$ cat config.mk
export PLATFORM = sky130hd
export DESIGN_NAME = result_byte_sender_flat
export DESIGN_NICKNAME = d
export VERILOG_FILES = /design/src/rtl/result_byte_sender_pkg.sv /design/src/rtl/result_byte_sender_if.sv /design/src/rtl/result_byte_sender_counter.sv /design/src/rtl/result_byte_sender.sv /design/src/flat_wrapper.sv
export SDC_FILE = /design/constraint.sdc
export NUM_CORES = 1
export LEC_CHECK = 0
export ABC_AREA = 0
export ABC_CLOCK_PERIOD_IN_PS = 1700
export BUFFER_PORTS_ARGS = -buffer_cell sky130_fd_sc_hd__buf_2
export CAP_MARGIN = 40
export CORE_UTILIZATION = 51
export DETAILED_ROUTE_END_ITERATION = 8
export PLACE_DENSITY = 0.83
export REMOVE_ABC_BUFFERS = 1
export SYNTH_ARGS = -nofsm -noshare
export SYNTH_HDL_FRONTEND = slang
export SYNTH_HIERARCHICAL = 1
export SYNTH_SLANG_ARGS = --single-unit
export TNS_END_PERCENT = 30
$ cat constraint.sdc
create_clock -name clk -period 1.7 [get_ports clk]
set_input_delay 0.17 -clock clk [delete_from_list [all_inputs] [get_ports clk]]
set_output_delay 0.17 -clock clk [all_outputs]
set_load 0.05 [all_outputs]
$ cat src/rtl/result_byte_sender_pkg.sv
// result_byte_sender_pkg: shared state encodings and slice-count helper for the product sender
package result_byte_sender_pkg;
    typedef enum logic [1:0] {
        SND_IDLE    = 2'b00,
        SND_ARM     = 2'b01,
        SND_PRESENT = 2'b10,
        SND_HOLD    = 2'b11
    } snd_state_t;

    function automatic int slice_count(input int n, input int w);
        return (2 * n) / w;
    endfunction

    function automatic int idx_width(input int n, input int w);
        return slice_count(n, w) > 1 ? $clog2(slice_count(n, w)) : 1;
    endfunction
endpackage

$ cat src/rtl/result_byte_sender_if.sv
// result_byte_sender_if: capture strobe, step button and slice output bundle
interface result_byte_sender_if
    import result_byte_sender_pkg::*;
#(
    parameter int N = 16,
    parameter int W = 8
);
    localparam int IW = idx_width(N, W);
    logic            ldRes;
    logic [2*N-1:0]  product;
    logic            ovIn;
    logic            getP;
    logic [W-1:0]    dataOut;
    logic [IW-1:0]   byteIdx;
    logic            valid;
    logic            busy;
    logic            ovOut;
    logic            done;
    modport master (
        output ldRes, product, ovIn, getP,
        input  dataOut, byteIdx, valid, busy, ovOut, done
    );
    modport slave (
        input  ldRes, product, ovIn, getP,
        output dataOut, byteIdx, valid, busy, ovOut, done
    );
endinterface

$ cat src/rtl/result_byte_sender_counter.sv
// result_slice_counter: mod-S slice counter with enable, clear and carry-out
module result_slice_counter #(
    parameter int S  = 4,
    parameter int IW = 2
) (
    input  logic          clk,
    input  logic          rst,
    input  logic          en,
    input  logic          clr,
    output logic [IW-1:0] cnt,
    output logic          co
);
    assign co = en && cnt == IW'(S - 1);
    always_ff @(posedge clk)
        if (!rst || clr || co) cnt <= '0;
        else if (en) cnt <= cnt + 1'b1;
endmodule

$ cat src/rtl/result_byte_sender.sv
// result_byte_sender: captures the 2N-bit product and steps it out W bits per getP press/release
module result_byte_sender
    import result_byte_sender_pkg::*;
#(
    parameter int N = 16,
    parameter int W = 8
) (
    input logic clk,
    input logic rst,
    result_byte_sender_if.slave bus
);
    localparam int S  = slice_count(N, W);
    localparam int IW = idx_width(N, W);
    snd_state_t     state;
    logic [2*N-1:0] shadow;
    logic [IW-1:0]  cnt;
    logic           co;
    logic           valid;
    result_slice_counter #(.S(S), .IW(IW)) u_cnt (
        .clk(clk),
        .rst(rst),
        .en (state == SND_HOLD && bus.getP),
        .clr(state == SND_IDLE && bus.ldRes),
        .cnt(cnt),
        .co (co)
    );
    assign valid       = state == SND_PRESENT || state == SND_HOLD;
    assign bus.valid   = valid;
    assign bus.busy    = state != SND_IDLE;
    assign bus.byteIdx = valid ? cnt : '0;
    assign bus.dataOut = valid ? shadow[cnt*W +: W] : '0;
    // a press already held at capture parks in Arm so it cannot acknowledge slice 0
    always_ff @(posedge clk) begin
        if (!rst) begin
            state     <= SND_IDLE;
            shadow    <= '0;
            bus.ovOut <= 1'b0;
            bus.done  <= 1'b0;
        end else begin
            bus.done <= 1'b0;
            case (state)
                SND_IDLE:
                    if (bus.ldRes) begin
                        shadow    <= bus.product;
                        bus.ovOut <= bus.ovIn;
                        state     <= bus.getP ? SND_PRESENT : SND_ARM;
                    end
                SND_ARM:     state <= bus.getP ? SND_PRESENT : SND_ARM;
                SND_PRESENT: state <= bus.getP ? SND_PRESENT : SND_HOLD;
                SND_HOLD:
                    if (bus.getP) begin
                        state    <= co ? SND_IDLE : SND_PRESENT;
                        bus.done <= co;
                    end
                default:     state <= SND_IDLE;
            endcase
        end
    end
endmodule

$ cat src/flat_wrapper.sv
// flat-port wrapper written by rule: the top's interface ports become plain ports
module result_byte_sender_flat import result_byte_sender_pkg::*;
#(
    parameter int N = 16,
    parameter int W = 8
)
  (clk, rst, bus_ldRes, bus_product, bus_ovIn, bus_getP, bus_dataOut, bus_byteIdx, bus_valid, bus_busy, bus_ovOut, bus_done);
  result_byte_sender_if #(.N(N), .W(W)) bus_i ();
  input logic clk;
  input logic rst;
  input wire logic [$bits(bus_i.ldRes)-1:0] bus_ldRes;
  input wire logic [$bits(bus_i.product)-1:0] bus_product;
  input wire logic [$bits(bus_i.ovIn)-1:0] bus_ovIn;
  input wire logic [$bits(bus_i.getP)-1:0] bus_getP;
  output wire logic [$bits(bus_i.dataOut)-1:0] bus_dataOut;
  output wire logic [$bits(bus_i.byteIdx)-1:0] bus_byteIdx;
  output wire logic [$bits(bus_i.valid)-1:0] bus_valid;
  output wire logic [$bits(bus_i.busy)-1:0] bus_busy;
  output wire logic [$bits(bus_i.ovOut)-1:0] bus_ovOut;
  output wire logic [$bits(bus_i.done)-1:0] bus_done;
  assign bus_i.ldRes = bus_ldRes;
  assign bus_i.product = bus_product;
  assign bus_i.ovIn = bus_ovIn;
  assign bus_i.getP = bus_getP;
  assign bus_dataOut = bus_i.dataOut;
  assign bus_byteIdx = bus_i.byteIdx;
  assign bus_valid = bus_i.valid;
  assign bus_busy = bus_i.busy;
  assign bus_ovOut = bus_i.ovOut;
  assign bus_done = bus_i.done;
  result_byte_sender #(.N(N), .W(W)) u_core (.clk(clk), .rst(rst), .bus(bus_i));
endmodule
# ---- After elaboration in Yosys (flattened, before gate mapping)
# Index checks and enable logic that the tools add are counted.
dict set report word_totals {
  reg_bits 38
  output_inout_bits 14
  elab_cells 33
}
dict set report classes {
  add_sub_neg 1
  n_eq_ne 6
  n_shift 1
  n_mux 8
  n_reduce_logical 12
}
# operator n
set op_table {}
lappend op_table {{$shiftx A32 B6 Y8} 1}
lappend op_table {{$mux W2} 5}
lappend op_table {{$mux W8} 1}
lappend op_table {{$pmux W2 S4} 1}
lappend op_table {{$eq A2 B2 Y1 const B} 3}
lappend op_table {{$ne A2 B2 Y1 const B} 2}
lappend op_table {{$reduce_and A2 Y1} 2}
lappend op_table {{$logic_and A1 B1 Y1} 3}
lappend op_table {{$logic_or A1 B1 Y1} 3}
lappend op_table {{$reduce_and A3 Y1} 1}
lappend op_table {{$add A2 B1 Y2 const B} 1}
lappend op_table {{$eq A2 B1 Y1 const B} 1}
lappend op_table {{$logic_not A2 Y1} 1}
lappend op_table {{$reduce_bool A2 Y1} 1}
lappend op_table {{$logic_not A1 Y1} 1}
lappend op_table {{$mux W1} 1}

# ---- Logic depth before layout (Yosys ltp)
# Gate-level depths: netlist (run 1).
dict set report logic_depth {
  depth_word 6
  ltp_mapped 6
  ltp_nobuf 3
}

# ---- By module
# The synthesis (run 1) kept the hierarchy.
# mod instances cells_each area_per_inst_um2 seq_area_each_um2
set by_module_without_submodules {}
lappend by_module_without_submodules {result_byte_sender 1 190 1732.9 720.7}
lappend by_module_without_submodules {result_slice_counter 1 11 107.6 40.0}

# ---- Worst setup path before layout (run 1)
# Ideal clock, no wire load.
dict set report synth_timing {
  path_kind {flip-flop to output port}
  from {register u_core.u_cnt.cnt[1]}
  to {output port bus_dataOut[0]}
  arrival_ns 1.589
  path_slack_ns -0.059
  path_stages_with_launch 5
  path_cell_list {dfxtp_1 buf_2 buf_6 mux2i_1 o22ai_1}
}
dict set report synth_between {
  elab_chain_cells 2
}
# item line_no
set synth_lines {}
lappend synth_lines {{from (decl)} result_byte_sender_counter.sv:10} ;# output logic [IW-1:0] cnt,
lappend synth_lines {{from (signal assigned)} result_byte_sender_counter.sv:16} ;# else if (en) cnt <= cnt + 1'b1;
lappend synth_lines {{$shiftx A32 B6 Y8} result_byte_sender.sv:31} ;# assign bus.dataOut = valid ? shadow[cnt*W +: W] : '0;
lappend synth_lines {{$mux W8} result_byte_sender.sv:31}
lappend synth_lines {{to (decl)} flat_wrapper.sv:15} ;# output wire logic [$bits(bus_i.dataOut)-1:0] bus_dataOut;
# Every way passes these cells.

# ---- Worst setup path in the final report (run 1)
dict set report layout_timing {
  from {register u_core.u_cnt.cnt[1]}
  to {output port bus_dataOut[4]}
}
# The elaborated chain is that of the path after synthesis.

==> summary.txt, run 1 <==
Outcome
  • Status: finished, final reports clean

Synth
  • Asr flop ratio synth: 0%
  • Mapped Cells: approximately 200
  • Netlist cell types: 24
  • Synth cell count leaders: nand2_1, mux2i_1, dfxtp_1, o22ai_1
  • Post-synthesis mux area share: 26.6%
  • Synthesized-area fraction occupied by adder cells: less than 1%
  • Mean post-synth cell area: roughly 9.2 um^2
  • Combinational family with the most area after synthesis: multiplexers
  • Yosys top cell by area: dfxtp_1
  • Seq/Total Area, Yosys: between 40% and 50%
  • Xor/xnor share of the synthesized area: 0%
  • Yosys warning count: 6
  • Post-synthesis cell area: 1840 um^2
  • #FFs+latches synth: 38
  • Number of flops mapped to enable cells by yosys: 0
  • Predominant post-synthesis flop cell: dfxtp_1
  • Top cells by area, synth: dfxtp_1, mux2i_1, nand2_1, buf_12, o22ai_1
  • Simple-Gate Fraction of Synth Area: between 10% and 20%
  • Post-synth top area share: between 40 and 50%
  • Synth Area in Compound Gates: under 10%
  • Most common cell in the synthesized netlist: nand2_1

Global route
  • GRT Residual Overflow: 0
  • Maximum number of pins on one net before global-route repair: 70
  • Initial antenna violation count: 0
  • Global Route Usage Sum: between 10% and 20%
  • Vias in the first global route: 1304
  • First-pass GRT wire length: about 5300 um

Cells and area
  • Finished Cell Area: around 2200 um^2
  • Multi-input logic area: 943 um^2
  • Number of antenna diodes: 0
  • Register area: around 760 um^2
  • Final Net Count: between 200 and 300
  • Area growth syn-to-layout: 19.0%
  • Fillcell total: ~290
  • Post-Route Utilization: 64.6%
  • Ratio of cells with drive above 1 in the final layout: between 20% and 30%

Clock network
  • Clk buf depth: 2
  • Clk_lat worst skew: 0.34 ns
  • CTS sink cnt: 38
  • H-tree levels: 2
  • Root buffer cell: clkbuf_4
  • Clk slew on worst S/H paths: 0.11 ns
  • Setup bufs post-CTS: 0
  • CTS tree: yes
  • Num CTS Buffers: 5

Power
  • Maximum vdd drop: 0.548 mV
  • Pwr per Cell Area: about 850 nW/um^2
  • Combinational power share: between 10% and 20%
  • Leak Pwr: ~0.95 nW
  • Sequential Power Share: between 50% and 60%
  • Net switching power: slightly below 0.5 mW
  • Int Power: ~1.4 mW
  • Clock group share of total power: between 30% and 40%
  • Switch share: roughly a quarter

Job
  • Number of max-cap violations: 0

STA
  • Endpoints failing setup: 0
  • Setup Skew: between 0.004 and 0.005 ns
  • Final number of hold-violating endpoints: 0
  • Setup TNS: 0 ns
  • Fin. max-slew vios: 0
  • RSZ-0062 raised after global routing: no
  • Relative slew slack: between 80% and 90%
  • Final min period: 1.59 ns
  • Worst-Margin Slew: 0.266 ns
  • Fmax: roughly 630 MHz
  • Period utilisation layout: 93.6%
  • Worst hold margin: between 0.06 and 0.07 ns

Critical path
  • CP endpoint kind: primary output
  • Worst r2r path cells: 3
  • WP data required: roughly 1.5 ns
  • Setup CP Type: reg -> out
  • Worst Path Max Fanout: 13
  • Worst Path Arrival: around 1.4 ns
  • Worst setup SP type: register

Drt
  • DRT antenna net count: 0
  • DR vias: roughly 1500
  • Routed WL: about 3300 um
  • DRT Pass-1 Iters: 4
  • Avg WL per Cell: 11.3 um
  • Avg Vias per Cell: around 5
  • Initial DRC Count: 46
  • DRC violations left: 0

Min path
  • Worst Hold Depth: 3
  • HP Class: in -> reg

Placed design
  • Placed Area: around 2100 um^2
  • PortBufs: 50
  • Final GP Congestion: a little under 0.7
  • HPWL Detailed: about 2200 um

Die
  • Core ar.: about 3400 um^2
  • DIE HEIGHT: approximately 62 um
  • Starting Density: ~54%
  • Ports: between 50 and 60
  • Rows: 21
  • Die footprint: 3850 um^2
  • Die X: 62.1 um
## sequential cells by signal, summed over array words and instances, names as in the netlist
register and cells:
u_core/bus.done 1, u_core/bus.ovOut 1, u_core/shadow 32, u_core/u_cnt/cnt 2
u_core/state 2
## kinds of logic (layout without fill, tap and decap cells)
logic type,after synthesis,in the layout
simple gates,81,81
mux,49,49
flops,38,38
buf+inv,20,66
compound gates,12,12
fa+ha+maj,1,1
## through the flow
step / setup slack, ns / std cells / power, mW
finish: 0.109 / 293 / 1.87
global route: 0.00288 / 293 / 1.97
CTS: 0.00707 / 293 / 1.89
detailed placement: 0.184 / 284 / 1.29
global placement: 0.233 / 284 / 1.28
floorplan: -1.27 / 184 / 1.18
## cells in the final DEF, fill, tap and decap left out, types with 2 or more instances in the layout
| cell | instances |
|---|---|
| and2_1 | 2 |
| inv_1 | 2 |
| dfxtp_1 | 37 |
| clkbuf_4 | 8 |
| o22ai_1 | 8 |
| buf_4 | 5 |
| buf_2 | 43 |
| clkinv_2 | 2 |
| buf_12 | 2 |
| nor3_1 | 2 |
| nand2b_1 | 3 |
| nand2_1 | 66 |
| and3_1 | 2 |
| mux2i_1 | 49 |
## power by group through the flow
stage	clock, mW	sequential (mW)	combinational, mW
floorplan	0	1.01	0.172
finish	0.597	0.983	0.289
CTS	0.617	0.983	0.290
global route	0.656	0.991	0.322
global placement	0	1.00	0.282
detailed placement	0	1.00	0.287
## cell type report
type / instances / share of cell area (%)
inverter: 3 / 0.514
tap: 46 / 2.63
multi-input combinational: 143 / 43.1
timing repair buffer: 55 / 15.4
sequential: 38 / 34.9
clock inverter: 3 / 1.83
clock buffer: 5 / 1.71
## what timing repair did
action	in CTS	in global routing
hold buffers	1	0
gates resized for setup	3	14
endpoints found under the setup margin	9	8
endpoints found under the hold margin	1	0
## final timing paths
check / from / end / slack [ns]
max reg2reg: u_core/state[0]$_SDFFE_PN0P_ / u_core/u_cnt/cnt[0]$_SDFFE_PP0P_ / 0.40
min reg2reg: u_core/shadow[5]$_SDFFE_PN0P_ / u_core/shadow[5]$_SDFFE_PN0P_ / 0.46
max: u_core/u_cnt/cnt[1]$_SDFFE_PP0P_ / bus_dataOut[4] / 0.11
min: bus_product[8] / u_core/shadow[8]$_SDFFE_PN0P_ / 0.06
## critical path, stage by stage (launching register included)
cell and delay, ns:
dfxtp_1 0.36, buf_6 0.19, mux2i_1 0.21, o22ai_1 0.09, clkbuf_4 0.22
## routing by layer
layer / global-route usage (%) / part of all wire (%) / vias up / wire (um)
met4: 7.30 / 1.3 / 0 / 42
li1: - / - / 763 / -
met2: 32.2 / 45 / 39 / 1490
met5: 0 / 0 / - / 0
met3: 6.21 / 5.1 / 6 / 168
met1: 22.9 / 49 / 671 / 1610
(Power assumes the default switching activity.)
==> run 2: changes to the inputs <==
ABC_AREA = 1   (was 0)
GPL_TIMING_DRIVEN = 1   (was not set)
==> run 2 against run 1 <==
  * Global-route usage up 3.0 points
  * Area after synthesis is 0.48% lower
  * First-iteration DRC count up 140%
  * Hold slack lost 0.015 ns
  * Sequential share of layout area shrank 0.59 points
  * Sequential cell count is the same
  * Wire length is 17% higher
  * Sequential power about the same
  * Power down 0.63%
  * Critical path type unchanged
  * Highest routed layer unchanged
==> summary.txt, run 2 <==
Power
  • Switch share: 30.1% (+4.1 points)
  • Pwr per Cell Area: 832 nW/um^2 (-2.5%)
  • Net switching power: 0.558 mW (+15%)
  • Maximum vdd drop: 0.574 mV (+4.7%)
  • Sequential Power Share: 54.2% (+1.6 points)
  • Leak Pwr: 1.09 nW (+15%)
  • Int Power: 1.30 mW (-6.2%)
  • Clock group share of total power: 26.3% (-5.6 points)
  • Combinational power share: 19.5% (+4.0 points)

Cells and area
  • Largest register FFs: 32 (unchanged)
  • Multi-input logic area: 827 um^2 (-12%)
  • Largest registers: u_core/shadow: 32 flops, u_core/state: 2 flops, u_core/u_cnt/cnt: 2 flops
  • Final Net Count: 368 (+30%)
  • Area growth syn-to-layout: 21.9%
  • Fillcell total: 321 (+11%)
  • Number of antenna diodes: 0 (unchanged)
  • Register area: 766 um^2 (+0.16%)
  • Most frequent cells in the layout: nor2_1, inv_1, nand2_1, buf_2, dfxtp_1
  • Ratio of cells with drive above 1 in the final layout: 24.2% (-3.8 points)
  • Most common cell after layout, fill and taps aside: nor2_1
  • Largest Register: u_core/shadow

Critical path
  • Critical path destination: bus_dataOut[0]
  • Setup CP Type: reg -> out
  • Worst r2r path cells: 7 (+4)
  • Worst Path Max Fanout: 8 (-5)
  • Worst R2R Start: u_core/state[0]$_SDFFE_PN0P_
  • Worst setup SP type: register
  • Worst Setup SP: u_core/u_cnt/cnt[0]$_SDFFE_PP0P_
  • CP max stage cell: dfxtp_4
  • Critical Path Max Stage Delay: 0.40 ns (+0.04 ns)
  • Worst R2R End: u_core/state[1]$_SDFFE_PN0P_
  • Worst Path Arrival: 1.48 ns (+0.06 ns)
  • Flop2flop setup slack: 0.34 ns (-0.06 ns)
  • CP endpoint kind: primary output
  • WP data required: 1.53 ns (about the same)
  • Critical path, cell by cell: clkinvlp_4 -> nand2_1 -> nand3_2 -> a21oi_2 -> buf_6

Synth
  • Post-synth top area share: 41.5% (+0.20 points)
  • Synthesized-area fraction occupied by adder cells: 0.683% (+0.0033 points)
  • Combinational family with the most area after synthesis: simple AND/OR/NAND/NOR gates
  • Top cells by area, synth: dfxtp_1, nor2_1, inv_1, nand2_1, o21ai_0
  • Post-synthesis mux area share: 0% (-27 points)
  • #FFs+latches synth: 38 (unchanged)
  • Netlist cell types: 19 (-21%)
  • Mapped Cells: 281 (+40%)
  • Number of flops mapped to enable cells by yosys: 0 (unchanged)
  • Yosys top cell by area: dfxtp_1
  • Asr flop ratio synth: 0% (unchanged)
  • Synth cell count leaders: nor2_1, inv_1, nand2_1, dfxtp_1, o21ai_0
  • Xor/xnor share of the synthesized area: 0% (unchanged)
  • Post-synthesis cell area: 1830 um^2 (-0.48%)
  • Predominant post-synthesis flop cell: dfxtp_1
  • Mean post-synth cell area: 6.52 um^2 (-29%)
  • Yosys warning count: 6 (unchanged)
  • Simple-Gate Fraction of Synth Area: 30.7% (+12 points)
  • Seq/Total Area, Yosys: 41.5% (+0.20 points)
  • Synth Area in Compound Gates: 11.7% (+7.5 points)
  • Most common cell in the synthesized netlist: nor2_1

Drt
  • DR vias: 1770 (+20%)
  • DRT antenna net count: 0 (unchanged)
  • Avg WL per Cell: 10.3 um (-9.3%)
  • Initial DRC Count: 109 (+140%)
  • DRC violations left: 0 (unchanged)
  • Routed WL: 3870 um (+17%)
  • Avg Vias per Cell: 4.69 (-7.0%)
  • DRT Pass-1 Iters: 4 (unchanged)

Die
  • Rows: 21 (unchanged)
  • Die footprint: 3840 um^2 (-0.47%)
  • Core ar.: 3390 um^2 (unchanged)
  • Die X: 61.9 um (-0.23%)
  • DIE HEIGHT: 61.9 um (-0.23%)
  • Starting Density: 54.0% (-0.26 points)
  • Ports: 51 (unchanged)

Global route
  • Grt met1 use: 26.8% (+4.0 points)
  • First-pass GRT wire length: 6150 um (+16%)
  • GRT Residual Overflow: 0 (unchanged)
  • Most Used Layer, Global Route: met2
  • Vias in the first global route: 1455 (+12%)
  • Initial antenna violation count: 0 (unchanged)
  • Maximum number of pins on one net before global-route repair: 38 (-46%)
  • GR Util met3: 5.59% (-0.62 points)
  • Met2 usage: 37.9% (+5.7 points)
  • Global Route Usage Sum: 22.2% (+3.0 points)

STA
  • Period utilisation layout: 96.8% (+3.2 points)
  • Fin. max-slew vios: 0 (unchanged)
  • Final min period: 1.65 ns (+0.0545 ns)
  • Final setup margin: 0.0542 ns (-0.0545 ns)
  • RSZ-0062 raised after global routing: yes
  • Worst hold margin: 0.0461 ns (-0.0152 ns)
  • Fmax: 608 MHz (-3.3%)
  • Worst-Margin Slew: 0.520 ns (+0.254 ns)
  • Endpoints failing setup: 0 (unchanged)
  • Relative slew slack: 65.3% (-17 points)
  • Setup Skew: 0.00878 ns (+0.00423 ns)
  • Final number of hold-violating endpoints: 0 (unchanged)

Clock network
  • CTS tree: yes
  • CTS sink cnt: 38 (unchanged)
  • Clk slew on worst S/H paths: 0.11 ns (about the same)
  • Num CTS Buffers: 5 (unchanged)
  • Root buffer cell: clkbuf_4
  • Clk buf depth: 2 (unchanged)
  • Setup bufs post-CTS: 0 (unchanged)
  • H-tree levels: 2 (unchanged)
  • Clk_lat worst skew: 0.35 ns (about the same)

Placed design
  • HPWL Detailed: 2490 um (+15%)
  • Final GP Congestion: 0.734 (+7.1%)
  • Dpl ws: 0.285 ns (+0.101 ns)
  • PortBufs: 50 (unchanged)

Job
  • Number of max-cap violations: 0 (unchanged)

Outcome
  • Status: finished, final reports clean

Min path
  • HP Class: in -> reg
==> run 2: cell families (layout without fill, tap and decap cells) <==
kind of cell | after synthesis | count (layout)
compound gates | 43 | 43
buf+inv | 61 | 111
fa+ha+maj | 1 | 1
flops | 38 | 38
simple gates | 138 | 138
==> run 2: worst min-delay path by stage <==
stage | startpoint | endpoint | slack [ns] | cells after the start
finish | bus_product[16] | u_core/shadow[16]$_SDFFE_PN0P_ | 0.05 | 3
CTS | bus_product[16] | u_core/shadow[16]$_SDFFE_PN0P_ | 0.04 | 3
detailed placement | bus_getP | u_core/state[0]$_SDFFE_PN0P_ | 0.38 | 2
floorplan | bus_getP | u_core/state[0]$_SDFFE_PN0P_ | 0.24 | 1
global route | bus_product[16] | u_core/shadow[16]$_SDFFE_PN0P_ | 0.04 | 3
global placement | bus_getP | u_core/state[0]$_SDFFE_PN0P_ | 0.37 | 2
==> run 2: layer usage <==
metal / wire length (um) / vias to the layer above
met3: 158 / 6
li1: - / 952
met4: 44 / 0
met2: 1900 / 43
met1: 1770 / 769
met5: 0 / -
==> run 2: what timing repair did <==
item | in CTS | in global routing
cloned | 1 | 0
pin swaps | 0 | 10
endpoints found under the hold margin | 1 | 0
resized for setup | 11 | 18
endpoints found under the setup margin | 8 | 8
hold buffers | 1 | 0
==> run 2: worst max-delay path, delay by kind of cell (launching register included) <==
kind / cells / cell delay (ns)
AND/OR/NAND/NOR: 2 / 0.21
flip-flops: 1 / 0.40
buffers and inverters: 2 / 0.35
AO/OA/AOI/OAI: 1 / 0.18
==> run 2: power groups by stage <==
stage,Sequential [mW],Clock [mW],Combinational (mW)
detailed placement,1.03,0,0.343
global placement,1.02,0,0.333
floorplan,1.03,0,0.223
global route,1.02,0.548,0.416
finish,1.01,0.488,0.363
CTS,1.01,0.499,0.350
==> run 2: stage by stage <==
step	utilization, %	power [mW]	std cells	area (um^2)	setup TNS [ns]
after floorplan	-	1.26	267	1730	-2.82
after global placement	61.1	1.36	367	2070	0
after detailed placement	61.1	1.37	367	2070	0
after CTS	64.1	1.85	377	2170	0
after global routing	65.9	1.98	377	2230	-0.142
final	65.9	1.86	377	2230	0
==> run 2: area by class of cell <==
class | count | area share, %
flip-flops and latches | 38 | 34.3
clock inverters | 1 | 0.224
multi-input cells | 182 | 37.1
repair buffers | 55 | 14.7
clock buffers | 7 | 2.47
well taps | 46 | 2.58
inverters | 47 | 8.30
repair inverters | 1 | 0.336
